<file path="src/rtl/regfile_mp.sv">
// regfile_mp: multi-port register file with write bypass, load scoreboard and reset-clear sequencer
module regfile_mp #(
  parameter int DATA_W = 32,
  parameter int ADDR_W = 4,
  parameter int NUM_RD = 3
) (
  input  logic                     clk_i,
  input  logic                     rst_i,
  input  logic [NUM_RD*ADDR_W-1:0] rd_addr_i,
  output logic [NUM_RD*DATA_W-1:0] rd_data_o,
  output logic [NUM_RD-1:0]        busy_o,
  input  logic [DATA_W-1:0]        pc_i,
  input  logic                     wa_en_i,
  input  logic [ADDR_W-1:0]        wa_addr_i,
  input  logic [DATA_W-1:0]        wa_data_i,
  input  logic                     wb_en_i,
  input  logic [ADDR_W-1:0]        wb_addr_i,
  input  logic [DATA_W-1:0]        wb_data_i,
  input  logic                     busy_set_i,
  input  logic [ADDR_W-1:0]        busy_set_addr_i,
  output logic                     ready_o
);
  localparam int PC_IDX = 2**ADDR_W - 1;
  localparam logic [ADDR_W-1:0] PC_A = ADDR_W'(PC_IDX);
  localparam logic [ADDR_W-1:0] LAST_A = ADDR_W'(PC_IDX - 1);
  typedef enum logic {CLEAR, RUN} state_t;
  state_t              state_q;
  logic [ADDR_W-1:0]   clr_cnt_q;
  logic [DATA_W-1:0]   mem_q [PC_IDX];
  logic [PC_IDX-1:0]   busy_q;
  logic                ready_q;
  logic                run;
  assign run = state_q == RUN;
  assign ready_o = ready_q;
  // Clear sequencer, storage writes (port A applied last so it wins) and scoreboard (set applied last so it wins)
  always_ff @(posedge clk_i) begin
    if (rst_i) begin
      state_q   <= CLEAR;
      clr_cnt_q <= '0;
      busy_q    <= '0;
      ready_q   <= 1'b0;
    end else if (state_q == CLEAR) begin
      mem_q[clr_cnt_q] <= '0;
      clr_cnt_q        <= clr_cnt_q + 1'b1;
      if (clr_cnt_q == LAST_A) begin
        state_q <= RUN;
        ready_q <= 1'b1;
      end
    end else begin
      if (wb_en_i && wb_addr_i != PC_A) begin
        mem_q[wb_addr_i]  <= wb_data_i;
        busy_q[wb_addr_i] <= 1'b0;
      end
      if (wa_en_i && wa_addr_i != PC_A) mem_q[wa_addr_i] <= wa_data_i;
      if (busy_set_i && busy_set_addr_i != PC_A) busy_q[busy_set_addr_i] <= 1'b1;
    end
  end
  for (genvar k = 0; k < NUM_RD; k++) begin : gen_rd
    logic [ADDR_W-1:0] a;
    logic pc_hit, wa_hit, wb_hit;
    assign a      = rd_addr_i[k*ADDR_W +: ADDR_W];
    assign pc_hit = a == PC_A;
    assign wa_hit = run && wa_en_i && wa_addr_i == a;
    assign wb_hit = run && wb_en_i && wb_addr_i == a;
    assign rd_data_o[k*DATA_W +: DATA_W] = pc_hit ? pc_i : !run ? '0 : wa_hit ? wa_data_i :
                                           wb_hit ? wb_data_i : mem_q[a];
    assign busy_o[k] = run && !pc_hit && !wb_hit && busy_q[a];
  end
endmodule

</file>
<file path="config.mk">
export PLATFORM = sky130hd
export DESIGN_NAME = regfile_mp
export DESIGN_NICKNAME = d
export VERILOG_FILES = /design/src/rtl/regfile_mp.sv
export SDC_FILE = /design/constraint.sdc
export NUM_CORES = 2
export LEC_CHECK = 0
export ABC_AREA = 1
export CAP_MARGIN = 20
export CORE_ASPECT_RATIO = 0.9
export CORE_MARGIN = 4
export CORE_UTILIZATION = 40
export DETAILED_ROUTE_END_ITERATION = 7
export PLACE_DENSITY = 0.57
export REMOVE_ABC_BUFFERS = 1
export SKIP_LAST_GASP = 1
export SLEW_MARGIN = 15
export SYNTH_ARGS = -nofsm -noshare
export SYNTH_HDL_FRONTEND = slang
export SYNTH_SLANG_ARGS = --single-unit
</file>
<file path="constraint.sdc">
create_clock -name clk_i -period 5.2 [get_ports clk_i]
set_input_delay 1.04 -clock clk_i [delete_from_list [all_inputs] [get_ports clk_i]]
set_output_delay 1.04 -clock clk_i [all_outputs]
set_load 0.03 [all_outputs]
</file>
======== After elaboration in Yosys (flattened, before gate mapping) ========
Memory sizes are Yosys's and may differ from the RTL's.
Cells that the tools add are included.
word-level totals
  register bits after elaboration ......... 21
  memories kept ........................... 1
  logic and storage cells ................. 102
  RAM bits ................................ 480
  input bits .............................. 125
  output and inout port bits .............. 100
operators by class
  reduce and logical (&&, ||, !) cells .... 30
  mux-type cells .......................... 42
  bitwise logic cells ..................... 4
  magnitude comparators ................... 7
  add/sub/neg operators ................... 1
  equality and inequality tests ........... 13
memory list
  memory  depth  bits a word  read ports  clocked after memory_dff  write ports  RTL line  text
  mem_q   15     32           3           0                         2            29        logic [DATA_W-1:0] mem_q [PC_IDX];
operator list
  cell                   count
  $mux W32               13
  $mux W15               4
  $reduce_or A32 Y1      1
  $lt A4 B5 Y1 const B   5
  $eq A4 B4 Y1           6
  $logic_and A1 B1 Y1    22
  $mux W1                19
  $eq A4 B4 Y1 const B   4
  $and A15 B15 Y15       1
  $not A15 Y15           1
  $or A15 B15 Y15        1
  $bmux W1 S4            3
  $ne A4 B4 Y1 const B   3
  $demux W1 S4           2
  $ge A4 B1 Y1 const B   2
  $logic_not A1 Y1       6
  $add A4 B1 Y4 const B  1
  $mux W4                1
  $reduce_and A2 Y1      1
  $not A1 Y1             1

======== Depth between registers and ports, before layout ========
  depth in word-level cells ............... 11
  depth in mapped cells ................... 14
  depth with buffers taken out ............ 13

======== Least setup slack after synthesis ========
No wires, ideal clock.
  kind .................................... input port to flip-flop
  start point ............................. in wb_addr_i[2]
  end point ............................... mem mem_q[14][0] (enable)
  path slack .............................. 0.333 ns
  path buffers ............................ 2
  stages .................................. 10
  setup time .............................. 0.466 ns
  data arrival time ....................... 4.402 ns
  data required time ...................... 4.734 ns
  path through ............................ buf_2 nand2_1 o21ai_2 nor2_4 inv_4 buf_8 nand2_1 o21ai_2 nand2_1 o21ai_0
RTL lines
  what                RTL line  text
  start: declaration  17        input logic [ADDR_W-1:0] wb_addr_i,
  end: declaration    29

======== Final worst setup path ========
  start point ............................. in rd_addr_i[3]
  end point ............................... out busy_o[0]
between the ends
  longest elaborated chain between the ends .. 5
  elaborated cells on any way between the ends .. 10
  those cells by class .................... eq/ne: 2; mux: 2; reduce/logical: 6
ends and longest elaborated chain
  what                                                                 RTL line  text
  start: declaration                                                   9         input logic [NUM_RD*ADDR_W-1:0] rd_addr_i,
  parallel branches: the longest is 4 deep, another holds $bmux W1 S4  -
  $logic_and A1 B1 Y1 *                                                67        assign busy_o[k] = run && !pc_hit && !wb_hit && busy_q[a];
  end: declaration                                                     11        output logic [NUM_RD-1:0] busy_o,
Every way passes the cells marked *. The select of a mux whose other input is x is not followed.

==> impl_metrics.json <==
{
  "max_freq_ghz": 0.200,
  "end_kind": "primary output",
  "fin_skew_ns": 0.0197,
  "timing.slew.headroom_pct": 22.7,
  "areaGrowthSynthToFinish_pct": 15.0,
  "final_common_cell": "nand2_1",
  "period_share_pct": 96.2,
  "ant_nets": 0,
  "nNetsFinal": 6000,
  "cts-root-buf": "clkbuf_16",
  "synth-async-reset-ratio_pct": 0,
  "finalSetupViolCount": 0,
  "holdCritStartpoint": "busy_q[4]$_SDFFE_PP0P_",
  "seqPwrFrac_pct": 42.0,
  "worstPathArrival_ns": 3.96,
  "post-cts-setup-buffer-count": 0,
  "insertion_delay_ns": 0.68,
  "grt_pass1_vias": 39846,
  "clk_pin_slew_worst_paths_ns": 0.06,
  "ys.flop_type": "edfxtp_1",
  "fin_util_pct": 46.7,
  "ys_ff_latch": 501,
  "leakagePower_nw": 18.5,
  "drt-pass1-iter-count": 6,
  "syn_area_um2": 38700,
  "hold_class": "register to register",
  "tritoncts": "built",
  "finalHoldViolCount": 0,
  "fp.coreArea_um2": 95300,
  "rr_startpoint": "run$_SDFF_PP0_",
  "crit_fanout": 19,
  "switching_share_pct": 29.6,
  "port_buffers": 224,
  "drive_gt1_share_pct": 8.36,
  "gp_congestion": 0.986,
  "status": "completed",
  "power_frac_comb_pct": 15.8,
  "cts_sinks": 501,
  "viasPerCell": 6.10,
  "power.density_nw_per_um2": 238,
  "grt_max_degree": 136,
  "drv_slew": 0,
  "cts_buffers": 59,
  "ios": 225,
  "power_switching_mw": 3.14,
  "gr-total-overflow": 0,
  "ys_types": 47,
  "maxCapViolCount": 0,
  "synth_edf_count": 480,
  "dieWidth_um": 336,
  "grt_antenna_before_repair": 4,
  "startpoint_type": "input port",
  "critPathKind": "input port to primary output",
  "pre_cts_slack_ns": 0.337,
  "initialDrtViolationCount": 7207,
  "cts_resized": 0,
  "hold_buffers": 0,
  "placementRows": 107,
  "grt_pass1_wl_mm": 278,
  "synthCells": 5894,
  "layout_common_cells": "2103 x nand2_1, 821 x o21ai_0, 508 x nand3_1, 480 x edfxtp_1, 386 x nor2_1",
  "start_util_pct": 40.6,
  "fin_ws_ns": 0.199,
  "worstPathRequired_ns": 4.16,
  "avgSynthCellArea_um2": 6.57,
  "wl_per_cell_um": 27.1,
  "design_area_um2": 44500,
  "die_h_um": 303,
  "h-tree-depth": 2,
  "die_area_um2": 102000,
  "grt.total_usage_pct": 37.1,
  "clock_path_buffers": 3,
  "drc_errors": 0,
  "rsz0062_at_grt": "false",
  "dpl_cell_area_um2": 42500,
  "hpwl_mm": 120,
  "startpoint": "rd_addr_i[3]",
  "num_vias": 43768,
  "wl_mm": 195,
  "worstMarginPinSlew_ns": 1.16,
  "period_minus_slack_ns": 5.00,
  "synth_seq_area_share_pct": 38.3,
  "yosysWarnings": 0,
  "irDropWorstVdd_v": 0.000247,
  "clkPwrFrac_pct": 42.1,
  "cellInternalPower_mw": 7.46,
  "fillerInstances": 9708
}
final timing paths:
path | end | slack, ns | cells after the start
worst max-delay path | busy_o[0] | 0.20 | 9
worst min-delay path | busy_q[4]$_SDFFE_PP0P_ | 0.48 | 2
worst max register to register | mem_q[6][26]$_DFFE_PP_ | 1.92 | 8
worst min register to register | busy_q[4]$_SDFFE_PP0P_ | 0.48 | 2
area by class of cell:
| class | count | area [um^2] | share of cell area [%] |
|---|---|---|---|
| clock inverter | 27 | 340 | 0.764 |
| inverter | 329 | 1260 | 2.84 |
| tap | 1253 | 1570 | 3.52 |
| antenna | 1 | 2.50 | 0.00562 |
| clock buffer | 85 | 1660 | 3.73 |
| sequential | 501 | 14800 | 33.3 |
| multi-input combinational | 4547 | 20700 | 46.5 |
| timing repair buffer | 435 | 4170 | 9.37 |
cell usage after synthesis (all sizes together) (9+ instances only):
master | count | area share [%]
a21oi | 221 | 2.9
buf | 271 | 3.5
clkbuf | 246 | 2.4
dfxtp | 21 | 1.1
edfxtp | 480 | 37
inv | 325 | 3.2
nand2 | 2124 | 21
nand3 | 514 | 6.7
nand4 | 26 | 0.42
nor2 | 428 | 4.7
nor3 | 17 | 0.27
o211ai | 156 | 3.0
o21ai | 1015 | 13
o31ai | 9 | 0.17
flip-flops by register name, indices dropped and copies added, names as in the netlist:
| name | flops |
|---|---|
| busy_q | 15 |
| mem_q | 480 |
| clr_cnt_q | 4 |
| run | 1 |
| ready_o | 1 |
power by group through the flow:
stage               Sequential [mW]  Clock (mW)  Combinational [mW]
CTS                            4.46        4.46                1.62
finish                         4.46        4.47                1.68
detailed placement             4.54           0                1.61
floorplan                      4.54           0               0.752
global route                   4.46        4.62                1.77
global placement               4.54           0                1.61
worst max-delay path: stages:
cell and delay (ns):
clkdlybuf4s50_1 0.50, buf_12 0.22, nor2_4 0.33, buf_4 0.55, inv_1 0.25, o22ai_1 0.63
nor3_1 0.10, buf_4 0.18, buf_12 0.13
per-layer routing:
| metal | share of wire, % | wire [um] | vias up | GRT usage [%] |
|---|---|---|---|---|
| met5 | 0.014 | 27 | - | 0 |
| li1 | - | - | 19651 | - |
| met4 | 6.6 | 12900 | 4 | 20.2 |
| met1 | 38 | 73600 | 20049 | 49.3 |
| met2 | 42 | 81600 | 3341 | 56.0 |
| met3 | 14 | 26600 | 723 | 8.85 |
metrics by stage:
stage | hold WS (ns) | setup TNS, ns | power, mW | cells
floorplan | 0.438 | -115.46 | 5.29 | 5377
global placement | 0.455 | 0 | 6.15 | 7065
detailed placement | 0.471 | 0 | 6.16 | 7065
CTS | 0.482 | 0 | 10.5 | 7177
global route | 0.527 | 0 | 10.9 | 7177
finish | 0.483 | 0 | 10.6 | 7178
logic make-up (layout without fill, tap and decap cells):
family	Yosys count	count (layout)	share of synthesized area, %
and+or+nand+nor	3121	3121	32.9
AOI/OAI and AO/OA	1418	1418	19.5
buffers and inverters	846	876	9.04
DFF	501	501	38.3
xor gates and xnor gates	6	6	0.136
adders and majority gates	2	2	0.0646
other	0	1	0
Power figures use the tool's default switching activity.
